$ cat src/rtl/bike_pkg.sv
// Shared BIKE-2 constants, RNG request encodings and sampler state type.
package bike_pkg;

    localparam int L1_R     = 10163;
    localparam int L1_W     = 71;
    localparam int L1_IDX_W = 14;

    localparam int L3_R     = 19853;
    localparam int L3_W     = 103;
    localparam int L3_IDX_W = 15;

    localparam logic [1:0] RNG_IDLE = 2'b00;
    localparam logic [1:0] RNG_NEXT = 2'b01;
    localparam logic [1:0] RNG_SEED = 2'b10;

    typedef enum logic [2:0] {
        ST_IDLE,
        ST_REQ,
        ST_WAIT,
        ST_LANE,
        ST_SCAN,
        ST_EMIT,
        ST_DONE
    } sampler_state_e;

    function automatic logic state_is_busy(input sampler_state_e s);
        return !(s == ST_IDLE || s == ST_DONE);
    endfunction

endpackage

$ cat src/rtl/sparse_idx_mem.sv
// Append-only index store: writes land at position count, reads are asynchronous.
module sparse_idx_mem #(
    parameter int DEPTH = 71,
    parameter int IDX_W = 14,
    localparam int CW   = $clog2(DEPTH + 1),
    localparam int AW   = (DEPTH > 1) ? $clog2(DEPTH) : 1
) (
    input  logic             clk,
    input  logic             srst,
    input  logic             clr,
    input  logic             we,
    input  logic [IDX_W-1:0] wdata,
    input  logic [AW-1:0]    raddr,
    output logic [IDX_W-1:0] rdata,
    output logic [CW-1:0]    count
);

    logic [IDX_W-1:0] mem_q [DEPTH];
    logic [CW-1:0]    count_q;
    logic [CW-1:0]    count_d;

    always_comb begin
        count_d = count_q;
        if (clr) begin
            count_d = '0;
        end else if (we) begin
            count_d = count_q + CW'(1);
        end
    end

    always_ff @(posedge clk) begin
        if (srst) begin
            count_q <= '0;
        end else begin
            count_q <= count_d;
        end
    end

    // Contents are never reset; count alone defines which entries are live.
    always_ff @(posedge clk) begin
        if (we) begin
            mem_q[count_q[AW-1:0]] <= wdata;
        end
    end

    assign rdata = mem_q[raddr];
    assign count = count_q;

endmodule

$ cat src/rtl/bike_sparse_sampler.sv
// Rejection/duplicate-free sampler of W distinct indices in [0, R) from 64-bit RNG words.
module bike_sparse_sampler
    import bike_pkg::*;
#(
    parameter int R     = L1_R,
    parameter int W     = L1_W,
    parameter int IDX_W = L1_IDX_W
) (
    input  logic             clk,
    input  logic             rst_b,
    input  logic             start,
    output logic [1:0]       rng_start,
    input  logic             rng_valid,
    input  logic [63:0]      rng_in,
    output logic             idx_valid,
    input  logic             idx_ready,
    output logic [IDX_W-1:0] idx_out,
    output logic             busy,
    output logic             done
);

    localparam int CW = $clog2(W + 1);
    localparam int AW = (W > 1) ? $clog2(W) : 1;
    localparam logic [IDX_W-1:0] R_LIM  = IDX_W'(R);
    localparam logic [CW-1:0]    W_LAST = CW'(W - 1);

    sampler_state_e   state_q, state_d;
    logic [63:0]      word_q, word_d;
    logic [1:0]       lane_q, lane_d;
    logic [IDX_W-1:0] cand_q, cand_d;
    logic [CW-1:0]    ptr_q, ptr_d;
    logic             idx_valid_q, idx_valid_d;
    logic [IDX_W-1:0] idx_out_q, idx_out_d;
    logic             busy_q, busy_d;
    logic             done_q, done_d;

    logic             mem_clr, mem_we;
    logic [IDX_W-1:0] mem_rdata;
    logic [CW-1:0]    mem_count;
    logic [IDX_W-1:0] lane_cand;

    sparse_idx_mem #(.DEPTH(W), .IDX_W(IDX_W)) u_mem (
        .clk   (clk),
        .srst  (rst_b),
        .clr   (mem_clr),
        .we    (mem_we),
        .wdata (cand_q),
        .raddr (ptr_q[AW-1:0]),
        .rdata (mem_rdata),
        .count (mem_count)
    );

    // Upper lane bits beyond IDX_W are simply dropped.
    assign lane_cand = word_q[{lane_q, 4'b0000} +: IDX_W];

    always_comb begin
        state_d   = state_q;
        word_d    = word_q;
        lane_d    = lane_q;
        cand_d    = cand_q;
        ptr_d     = ptr_q;
        idx_out_d = idx_out_q;
        mem_clr   = 1'b0;
        mem_we    = 1'b0;

        case (state_q)
            ST_IDLE, ST_DONE: begin
                if (start) begin
                    mem_clr = 1'b1;
                    lane_d  = 2'd0;
                    state_d = ST_REQ;
                end
            end
            ST_REQ: state_d = ST_WAIT;
            ST_WAIT: begin
                if (rng_valid) begin
                    word_d  = rng_in;
                    lane_d  = 2'd0;
                    state_d = ST_LANE;
                end
            end
            ST_LANE: begin
                if (lane_cand >= R_LIM) begin
                    lane_d  = lane_q + 2'd1;
                    state_d = (lane_q == 2'd3) ? ST_REQ : ST_LANE;
                end else begin
                    cand_d  = lane_cand;
                    ptr_d   = '0;
                    state_d = (mem_count == '0) ? ST_EMIT : ST_SCAN;
                end
            end
            ST_SCAN: begin
                if (mem_rdata == cand_q) begin
                    lane_d  = lane_q + 2'd1;
                    state_d = (lane_q == 2'd3) ? ST_REQ : ST_LANE;
                end else if (ptr_q == mem_count - CW'(1)) begin
                    state_d = ST_EMIT;
                end else begin
                    ptr_d = ptr_q + CW'(1);
                end
            end
            ST_EMIT: begin
                if (idx_ready) begin
                    mem_we = 1'b1;
                    if (mem_count == W_LAST) begin
                        state_d = ST_DONE;
                    end else begin
                        lane_d  = lane_q + 2'd1;
                        state_d = (lane_q == 2'd3) ? ST_REQ : ST_LANE;
                    end
                end
            end
            default: state_d = ST_IDLE;
        endcase

        // Outputs are registered from the next state so they change with it.
        idx_valid_d = (state_d == ST_EMIT);
        busy_d      = state_is_busy(state_d);
        done_d      = (state_d == ST_DONE);
        if (state_d == ST_EMIT && state_q != ST_EMIT) begin
            idx_out_d = cand_d;
        end
    end

    always_ff @(posedge clk) begin
        if (rst_b) begin
            state_q     <= ST_IDLE;
            word_q      <= '0;
            lane_q      <= '0;
            cand_q      <= '0;
            ptr_q       <= '0;
            idx_valid_q <= 1'b0;
            idx_out_q   <= '0;
            busy_q      <= 1'b0;
            done_q      <= 1'b0;
        end else begin
            state_q     <= state_d;
            word_q      <= word_d;
            lane_q      <= lane_d;
            cand_q      <= cand_d;
            ptr_q       <= ptr_d;
            idx_valid_q <= idx_valid_d;
            idx_out_q   <= idx_out_d;
            busy_q      <= busy_d;
            done_q      <= done_d;
        end
    end

    assign rng_start = (state_q == ST_REQ) ? RNG_NEXT : RNG_IDLE;
    assign idx_valid = idx_valid_q;
    assign idx_out   = idx_out_q;
    assign busy      = busy_q;
    assign done      = done_q;

endmodule

$ cat config.mk
export PLATFORM = sky130hd
export DESIGN_NAME = bike_sparse_sampler
export DESIGN_NICKNAME = d
export VERILOG_FILES = /design/src/rtl/bike_pkg.sv /design/src/rtl/sparse_idx_mem.sv /design/src/rtl/bike_sparse_sampler.sv
export SDC_FILE = /design/constraint.sdc
export NUM_CORES = 1
export LEC_CHECK = 0
export CAP_MARGIN = 30
export CORE_UTILIZATION = 45
export DETAILED_ROUTE_END_ITERATION = 10
export MAX_ROUTING_LAYER = met4
export PLACE_DENSITY = 0.67
export SLEW_MARGIN = 20
export SYNTH_ARGS = -nofsm -noshare
export SYNTH_HDL_FRONTEND = slang
export SYNTH_SLANG_ARGS = --single-unit
$ cat constraint.sdc
create_clock -name clk -period 4.2 [get_ports clk]
set_input_delay 1.05 -clock clk [delete_from_list [all_inputs] [get_ports clk]]
set_output_delay 1.05 -clock clk [all_outputs]
set_load 0.05 [all_outputs]
# == Word-level counts from Yosys, hierarchy flattened ==
# Memory sizes are Yosys's and may differ from the RTL's. A register that Yosys moved wholly into a read port is not among the register bits.
# Index checks and enable logic that the tools add are counted.
# totals
wordCells,84
mem_bits_rw,994
inputBits,69
regBits,114
n_memories,1
output_inout_bits,19
# classes
shift,1
n_mux,32
n_lt_le_gt_ge,1
eq_ne,22
reduce_logical,13
add_sub_neg,4
# mem_list
memory,depth,width,rd,rd_clocked_by_memory_dff,wr,line_no,source
u_mem.mem_q,71,14,1,1,1,sparse_idx_mem.sv:18,logic [IDX_W-1:0] mem_q [DEPTH];
# op_table
cell,n
$shiftx A64 B7 Y14,1
$mux W7,5
$mux W14,2
$mux W3,7
$ne A2 B2 Y1 const B,9
$pmux W3 S6,1
$eq A3 B3 Y1 const B,5
$add A7 B1 Y7 const B,2
$eq A14 B14 Y1,1
$ge A14 B14 Y1 const B,1
$mux W2,7
$pmux W7 S2,1
$pmux W2 S5,1
$mux W1,8
$eq A7 B7 Y1,1
$eq A7 B7 Y1 const B,1
$logic_not A7 Y1,1
$reduce_and A7 Y1,1
$sub A7 B1 Y7 const B,1
$eq A3 B2 Y1 const B,2
$logic_not A3 Y1,2
$reduce_bool A5 Y1,1
$reduce_and A4 Y1,1
$reduce_or A2 Y1,2
other kinds (9),9

# == Logic depth before layout (Yosys ltp) ==
# Gate-level depths: netlist of the first run.
# logic_depth
depth_word,8
mapped_depth,16
mapped_depth_nobuf,12

# == Modules after synthesis ==
# A second synthesis of the first run with hierarchy kept.
# hier_totals
cells_unflattened,2508
area_unflattened_um2,44076.0
# modules_own_cells
mod,area_each_um2,seq_area_each_um2,n_inst,cells_each
sparse_idx_mem,39406.5,29988.8,1,1983
bike_sparse_sampler,4669.5,1981.9,1,525

# == Worst setup path before layout of the first run ==
# No wires, ideal clock.
# synth_path
kind,reg2reg
from,reg lane_q[0]
to,"reg idx_out_q[6], in the netlist idx_out[6]"
t_arrival_ps,3454
slack_ps,625
path_stages_with_launch,11
n_path_buf,3
setup_time_ps,121
period_less_slack_ps,3575
cell_sequence,dfxtp_1 clkbuf_1 buf_1 mux4_2 a31oi_1 o21ai_0 a21oi_1 buf_2 mux2i_1 nor2_1 mux2_4
# synth_between
elab_chain_cells,7
# synth_lines
item,line_no,source
start: declaration,bike_sparse_sampler.sv:29,"logic [1:0] lane_q, lane_d;"
start signal: assignment,bike_sparse_sampler.sv:139,lane_q <= lane_d;
branches (longest 7 deep; another with $ge A14 B14 Y1),--,
end signal: assignment,bike_sparse_sampler.sv:143,idx_out_q <= idx_out_d;
end: declaration,bike_sparse_sampler.sv:33,"logic [IDX_W-1:0] idx_out_q, idx_out_d;"
# Several ways; the timed one is not identified.
# A chain may end at the register's enable or synchronous reset.

==> results of run 1 <==
## sequential cells by signal, indices dropped and copies added, names as in the netlist, named ones only
signal / count
u_mem.mem_q: 994
busy: 1
u_mem.count: 7
cand_q: 14
state_q: 3
lane_q: 2
ptr_q: 7
done: 1
idx_out: 14
idx_valid: 1
word_q: 56
## critical path: cells and delay by family, from the launching register on
kind            cells  cell delay, ns
flops               1            0.40
mux                 2            0.84
compound gates      5            1.41
simple gates        3            0.61
buf+inv             4            0.79
## worst paths after layout
| check | start | cells after the start | endpoint |
|---|---|---|---|
| worst max-delay path | register | 14 | idx_out[4]$_SDFFE_PP0P_ |
| worst min-delay path | word_q[33]$_SDFFE_PP0P_ | 2 | word_q[33]$_SDFFE_PP0P_ |
| worst max register to register | register | 14 | idx_out[4]$_SDFFE_PP0P_ |
| worst min register to register | word_q[33]$_SDFFE_PP0P_ | 2 | word_q[33]$_SDFFE_PP0P_ |
## placed cells by master, fill, tap and decap left out, types with 46 or more instances in the layout
master / Yosys / layout
mux2i_1: 134 / 133
nor2_1: 130 / 130
buf_4: 20 / 256
mux4_2: 206 / 206
a21oi_1: 94 / 92
clkbuf_16: 0 / 116
edfxtp_1: 994 / 994
dfxtp_1: 113 / 95
clkdlybuf4s50_1: 0 / 77
nor2b_1: 46 / 46
nand2_1: 205 / 205
## cells by family (layout without fill, tap and decap cells)
family / after synthesis / in the layout
flip-flops: 1107 / 1107
AND/OR/NAND/NOR: 507 / 507
multiplexers: 374 / 374
AO/OA/AOI/OAI: 300 / 300
buffers and inverters: 151 / 587
XOR/XNOR: 20 / 20
adder cells (fa/ha/maj): 6 / 6
other: 1 / 1
## synthesized netlist by cell type, types with 5 or more instances
| cell | instances |
|---|---|
| edfxtp_1 | 994 |
| mux4_2 | 206 |
| nand2_1 | 205 |
| mux2i_1 | 134 |
| nor2_1 | 130 |
| dfxtp_1 | 113 |
| a21oi_1 | 94 |
| clkbuf_1 | 49 |
| nor2b_1 | 46 |
| o21ai_0 | 41 |
| buf_2 | 39 |
| a22oi_1 | 33 |
| nand3_1 | 32 |
| mux2_2 | 23 |
| buf_4 | 20 |
| a211oi_1 | 19 |
| a31oi_1 | 15 |
| buf_6 | 15 |
| nand2b_1 | 13 |
| nor3_1 | 13 |
| xnor2_1 | 13 |
| inv_1 | 12 |
| o211ai_1 | 12 |
| buf_1 | 11 |
| and2_1 | 10 |
| and3_1 | 10 |
| mux2_4 | 10 |
| o22ai_1 | 9 |
| a221oi_1 | 8 |
| nand4_1 | 7 |
| nor4_1 | 7 |
| xor2_1 | 7 |
| a221o_1 | 6 |
| a22o_1 | 6 |
| ha_1 | 6 |
| o221ai_1 | 6 |
| or3_1 | 6 |
| a311oi_1 | 5 |
| nand3b_1 | 5 |
| or2_2 | 5 |
## through the flow
step	hold WS (ns)	worst slack [ns]	util, %	TNS [ns]	cells
5_1_grt	0.478	-0.0366	53.7	-0.359	4178
4_1_cts	0.456	0.0309	53.2	0	4151
3_5_place_dp	0.447	-0.314	49.4	-6.66	3942
2_1_floorplan	0.433	0.625	-	0	2466
6_report	0.455	0.0308	53.7	0	4178
3_3_place_gp	0.442	-0.327	49.4	-6.83	3942
## layer usage
layer / track usage, % / share of wire (%) / vias up
met5: - / 0 / -
met4: 9.05 / 3.9 / 0
met3: 4.30 / 9.2 / 275
met2: 38.2 / 48 / 1361
met1: 32.2 / 39 / 13100
li1: - / - / 10500
## where the power goes
part	switching, mW	internal, mW	leakage [nW]	total, mW
Sequential	0.0254	11.9	10.1	11.9
Clock	4.15	5.49	1.73	9.64
Combinational	0.146	0.122	4.97	0.268
Total	4.32	17.5	16.8	21.8
## timing repair
action                                  4_1_cts  5_1_grt
gates resized for setup                       4       39
setup buffers                                 7       23
endpoints found under the setup margin       34       27
pin swaps                                     2       21
hold buffers                                  0        0
cloned                                        0        4
## final cells by class
cell class | instances | area, um2
tap | 1276 | 1600
sequential | 1107 | 32100
clock inverter | 57 | 552
fill | 7523 | 44800
timing repair buffer | 371 | 3440
clock buffer | 145 | 2980
multi-input combinational | 1208 | 11100
inverter | 14 | 56.3
==> impl_metrics.ini, run 1 <==
[outcome]
status = finished, final reports clean

[floorplan]
fp.dieH_um = 315
die_w_um = 315
die-area_um2 = 99000
start_util_pct = 45.5
io_pins = 88
core_um2 = 96700
row_count = 114

[layout]
antenna_cells = 0
design_area_um2 = 51900
area_growth_pct = 18.0
nNetsFinal = 2885
drive_gt1_share_pct = 25.6

[min_path]
min_path_type = register to register

[detailed_routing]
drc = 0
wl_per_cell_um = 28.5
ant_nets = 0
firstDrtPassIters = 8
wl_um = 119000
drt_iter0_drc = 2894
via_per_inst = 6.04
num_vias = 25200

[sta]
finalCritPeriodShare_pct = 99.3
setup_viol = 0
clock.fmax_mhz = 240
worst_slew_pin_slew_ns = 1.00
max-slew-margin-rel_pct = 33.1
maxSlewViolCount = 0
finClkSkew_ns = 0.0329
hold_viol_final = 0
fin_crit_ns = 4.17

[synth]
yosys.area_share.simple_pct = 5.31
synth_top_family_by_area = multiplexers
async_flop_share_pct = 0
synth.area.mux_share_pct = 14.6
synth.avg_cell_area_um2 = 17.8
ys_top_cells_by_area = edfxtp_1 (68%), mux4_2 (11%), dfxtp_1 (5.1%)
synth_warnings = 0
synth_top_area_share_pct = 67.9
syn_nets = 2541
synth_compound_area_share_pct = 4.61
ys_types = 83
synth_top_cell_by_area = edfxtp_1
synth-seq-area-share_pct = 73.0
synthAdderAreaFrac_pct = 0.171
ys_ff_latch = 1107
syn_area_um2 = 44000
synth-edff-count = 994
synthCells = 2466
synth_xor_area_share_pct = 0.398
ys.flop_type = edfxtp_1

[job]
maxCapViolCount = 0

[place]
dpl_cell_area_um2 = 47800
portBuffers = 78
hpwl_um = 75800
gp_congestion = 0.968

[power_and_ir_drop]
p_leak_nw = 16.8
vdd_drop_max_v = 0.000353
total_power_mw = 21.8
p_per_area_nw_per_um2 = 420

[critical_path]
worst_path_max_delay_cell = mux4_2
crit_fanout = 7
path_cells = buf_4 > buf_4 > mux4_2 > and3_1 > a221o_1 > a221oi_2 > nor3_1 > a211oi_2 > nand4_1 > buf_6 > o31ai_4 > a21oi_4 > clkbuf_16 > mux2_4
path_class = register to register
crit_arrival_ns = 4.76
cp-end-kind = register
cpMostUsedCell = buf_4
cp.required_ns = 4.79
slowest_delay_ns = 0.55
start_kind = register
reg2reg_slack_ns = 0.03

[clock_tree]
clock_latency_ns = 0.70
clk_path_buf_depth = 3
root_buffer = clkbuf_16
cts_buffers = 108
cts_tree = yes
cts.sinks = 1107
clk_pin_slew_worst_paths_ns = 0.06
h-tree-depth = 3

[grt]
grt_pass1_vias = 24900
grt_max_degree = 86
grt-ovfl-total = 0
grt_pass1_wl_um = 169000
antenna_found_initial = 0
grt.total_usage_pct = 24.5
(Power assumes the default switching activity.)
==> run 2, diff against run 1 <==
CORE_UTILIZATION = 25   (was 45)
PLACE_DENSITY = 0.45   (was 0.67)
==> impl_metrics.ini, run 2 (synthesis results as in run 1) <==
[grt]
grt_pass1_vias = 24600
grt_pass1_wl_um = 185000
grt.total_usage_pct = 14.8
grt-ovfl-total = 0
antenna_found_initial = 1
grt_max_degree = 73

[critical_path]
crit_arrival_ns = 4.70
cp.required_ns = 4.83
reg2reg_slack_ns = 0.13
crit_fanout = 17
path_class = register to register
cp-end-kind = register
start_kind = register

[power_and_ir_drop]
power.internal_mw = 18.3
switching_share_pct = 20.5
p_per_area_nw_per_um2 = 429
vdd_drop_max_v = 0.000309
seq_power_share_pct = 51.6
p_leak_nw = 17.0
clkPwrFrac_pct = 47.2
p_comb_share_pct = 1.2
p_switching_mw = 4.71

[sta]
worst_slew_pin_slew_ns = 0.966
maxSlewViolCount = 0
max-slew-margin-rel_pct = 35.6
finClkSkew_ns = 0.0308
clock.fmax_mhz = 246
setup_viol = 0
hold_viol_final = 0
finalCritPeriodShare_pct = 97.0
fin_crit_ns = 4.07
rsz0062_at_grt = false

[outcome]
status = finished, final reports clean

[job]
maxCapViolCount = 0

[detailed_routing]
firstDrtPassIters = 5
wl_um = 130000
ant_nets = 0
drc = 0
drt_iter0_drc = 2149
num_vias = 24200
via_per_inst = 4.62
wl_per_cell_um = 24.9

[layout]
largest_reg_flops = 994
multiInputGateArea_um2 = 11100
final_util_pct = 30.8
area_growth_pct = 22.1
final_cell_mix = edfxtp_1 (994), buf_4 (222), mux4_2 (206)
final-seq-area_um2 = 32100
final_common_cell = edfxtp_1
n_fill_cell = 17200
nNetsFinal = 2877
drive_gt1_share_pct = 25.4
antenna_cells = 0
layout.cells.non_filler = 5233

[clock_tree]
clk_path_buf_depth = 3
cts_tree = yes
cts.sinks = 1107
h-tree-depth = 3
root_buffer = clkbuf_16
clock_latency_ns = 0.76
cts_buffers = 120
clk_pin_slew_worst_paths_ns = 0.06

[place]
hpwl_um = 83900
gp_congestion = 0.814
placedCellCount = 4995
portBuffers = 78

[min_path]
min_path_type = register to register

[floorplan]
core_um2 = 174000
start_util_pct = 25.2
io_pins = 88
fp.dieH_um = 421
die_w_um = 421
row_count = 153
die-area_um2 = 178000
-- run 2: cell types whose count changed in the layout (fill, tap and decap cells not counted), moves of 3 or more --
cell	previous run	this run
clkinv_1	21	31
buf_16	4	0
bufinv_16	8	15
buf_4	256	222
clkinvlp_4	0	7
clkbuf_1	28	13
o21ai_0	38	41
clkbuf_16	116	122
clkinv_2	19	27
buf_6	7	2
o21ai_1	4	1
buf_12	22	49
-- run 2: layout make-up --
class,count,share of cell area (%)
Clock inverter,88,1.68
Multi-Input combinational cell,1208,20.6
Clock buffer,140,5.90
Sequential cell,1107,59.9
Tap cell,2325,5.42
Timing Repair Buffer,351,6.44
Inverter,14,0.0979
-- run 2: per-stage QoR --
step                hold WS (ns)  setup slack (ns)    TNS, ns  area [um2]  power (mW)
CTS                        0.455           0.00386          0       53500        23.3
detailed placement         0.446            0.0666          0       49500        12.4
global route               0.465            0.0216          0       53700        23.7
finish                     0.452             0.128          0       53700        23.0
floorplan                  0.433             0.625          0       44000        12.3
global placement           0.444         -0.000278  -0.000278       49400        12.4
-- run 2: routing by layer --
metal	global-route usage, %	wire length (um)	vias to the layer above	part of all wire [%]
met1	20.3	59900	12800	46
met5	-	0	-	0
met4	3.78	2740	0	2.1
li1	-	-	10500	-
met3	2.02	6150	161	4.7
met2	23.2	61500	630	47
-- run 2: final timing paths --
kind | from | endpoint | cells after the start
min | word_q[10]$_SDFFE_PP0P_ | word_q[10]$_SDFFE_PP0P_ | 2
max | register | idx_out[9]$_SDFFE_PP0P_ | 16
min reg2reg | word_q[10]$_SDFFE_PP0P_ | word_q[10]$_SDFFE_PP0P_ | 2
max reg2reg | register | idx_out[9]$_SDFFE_PP0P_ | 16
-- run 2: critical path, stage by stage (launching register included) --
cell	delay [ns]
dfxtp_4	0.38
buf_8	0.17
buf_12	0.16
buf_12	0.16
nor2b_1	0.18
buf_4	0.21
a22oi_1	0.28
nand2_2	0.16
a211o_1	0.40
o31a_1	0.30
nor4_1	0.29
nand4_1	0.14
buf_4	0.19
o31ai_4	0.30
a21oi_2	0.12
buf_12	0.17
mux2_4	0.30
-- run 2: what timing repair did --
item,4_1_cts,5_1_grt
setup buffers,0,10
gates resized for setup,0,8
hold buffers,0,0
endpoints found under the setup margin,0,31
-- run 2: power groups by stage --
stage / registers [mW] / clock network [mW] / logic [mW]
2_1_floorplan: 12.1 / 0 / 0.140
3_3_place_gp: 12.1 / 0 / 0.273
3_5_place_dp: 12.1 / 0 / 0.276
4_1_cts: 11.9 / 11.1 / 0.277
5_1_grt: 11.9 / 11.5 / 0.299
6_report: 11.9 / 10.9 / 0.276
==> run 3, diff against run 2 <==
REMOVE_ABC_BUFFERS = 1   (was default)
==> impl_metrics.ini, run 3 (synthesis results as in run 1) <==
[detailed_routing]
ant_nets = 0
wl_um = 130000
firstDrtPassIters = 5
drc = 0
wl_per_cell_um = 24.8
drt_iter0_drc = 2134
via_per_inst = 4.57
num_vias = 23900

[clock_tree]
holdBufCountCts = 0
clk_pin_slew_worst_paths_ns = 0.06
clock_latency_ns = 0.73
cts_buffers = 115
cts.sinks = 1107
clk_path_buf_depth = 3
cts_tree = yes
root_buffer = clkbuf_16
h-tree-depth = 3

[place]
portBuffers = 78
placedCellCount = 5003
gp_congestion = 0.878
hpwl_um = 83900
dpl_cell_area_um2 = 49400

[power_and_ir_drop]
vdd_drop_max_v = 0.000342
p_leak_nw = 16.8
p_per_area_nw_per_um2 = 421
p_comb_share_pct = 1.2
clkPwrFrac_pct = 45.7
switching_share_pct = 19.9
p_switching_mw = 4.46
total_power_mw = 22.4
power.internal_mw = 17.9
seq_power_share_pct = 53.0

[floorplan]
io_pins = 88
core_um2 = 174000
start_util_pct = 25.2
die-area_um2 = 178000
fp.dieH_um = 421
die_w_um = 421
row_count = 153

[outcome]
status = finished, final reports clean

[critical_path]
cp.required_ns = 4.82
crit_fanout = 29
start_kind = register
path_class = register to register
cp-end-kind = register
crit_arrival_ns = 4.63

[sta]
max-slew-margin-rel_pct = 26.2
setup_viol = 0
fin_setup_tns_ns = 0
hold_viol_final = 0
finalCritPeriodShare_pct = 95.5
clock.fmax_mhz = 249
rsz0062_at_grt = false
maxSlewViolCount = 0
worst_slew_pin_slew_ns = 1.10
fin_crit_ns = 4.01
finClkSkew_ns = 0.0297

[layout]
final_common_cell = edfxtp_1
final_cell_mix = edfxtp_1 (994), buf_4 (237), mux4_2 (206)
largest_reg_flops = 994
layout.cells.non_filler = 5225
n_fill_cell = 17200
design_area_um2 = 53200
nNetsFinal = 2874
drive_gt1_share_pct = 24.8
area_growth_pct = 21.1

[grt]
grt-ovfl-total = 0
grt.total_usage_pct = 14.9
grt_pass1_vias = 24300
antenna_found_initial = 3
grt_max_degree = 75
grt_pass1_wl_um = 185000

[job]
maxCapViolCount = 0

[min_path]
min_path_type = register to register
run 3: cell types whose count changed in the layout (fill, tap and decap cells not counted), moves of 5 or more:
cell,before,now
buf_4,222,237
clkbuf_1,13,28
buf_12,49,38
clkinv_1,31,24
clkinv_2,27,22
clkinvlp_4,7,2
run 3: power by group through the flow:
stage | Clock [mW] | Sequential, mW | Combinational, mW
global route | 10.9 | 11.9 | 0.306
floorplan | 0 | 12.1 | 0.114
CTS | 10.5 | 11.9 | 0.280
detailed placement | 0 | 12.1 | 0.279
finish | 10.2 | 11.9 | 0.279
global placement | 0 | 12.1 | 0.280
run 3: final timing paths:
kind / from / end / slack (ns) / cells past startpoint
max reg2reg: register / idx_out[12]$_SDFFE_PP0P_ / 0.19 / 13
max: register / idx_out[12]$_SDFFE_PP0P_ / 0.19 / 13
min: word_q[56]$_SDFFE_PP0P_ / word_q[56]$_SDFFE_PP0P_ / 0.45 / 2
min reg2reg: word_q[56]$_SDFFE_PP0P_ / word_q[56]$_SDFFE_PP0P_ / 0.45 / 2
run 3: what timing repair did:
| action | CTS | global route |
|---|---|---|
| buffers inserted | 0 | 3 |
| resized for setup | 0 | 3 |
| setup endpoints to repair | 0 | 16 |
run 3: critical path, stage by stage (launching register included):
cell and delay [ns]:
dfxtp_4 0.49, buf_4 0.17, buf_12 0.21, mux4_2 0.55
o211ai_1 0.39, o211ai_1 0.34, o221ai_1 0.30, xor2_1 0.17
nand4_1 0.12, buf_4 0.21, o31ai_4 0.28, a21oi_2 0.11
buf_12 0.17, mux2_4 0.30
run 3: area by class of cell:
class	count	area (um2)	area share, %
antenna	3	7.51	0.0141
inverter	14	52.6	0.0987
tap	2325	2910	5.46
multi-input combinational	1208	11000	20.7
clock buffer	147	3070	5.77
sequential	1107	32100	60.4
clock inverter	68	679	1.28
timing repair buffer	353	3340	6.27
run 3: metal layers:
metal	track usage (%)	routed length [um]	vias to the layer above
met4	4.52	3330	0
met5	-	0	-
met1	20.3	59600	12500
met3	2.34	6550	158
met2	22.7	60000	658
li1	-	-	10500
run 3: metrics by stage:
stage	hold slack [ns]	util, %	setup slack (ns)
after detailed placement	0.444	28.4	0.134
after global routing	0.477	30.6	0.00734
after CTS	0.452	30.5	0.104
after floorplan	0.427	-	-6.67
final	0.452	30.6	0.191
after global placement	0.442	28.4	0.133
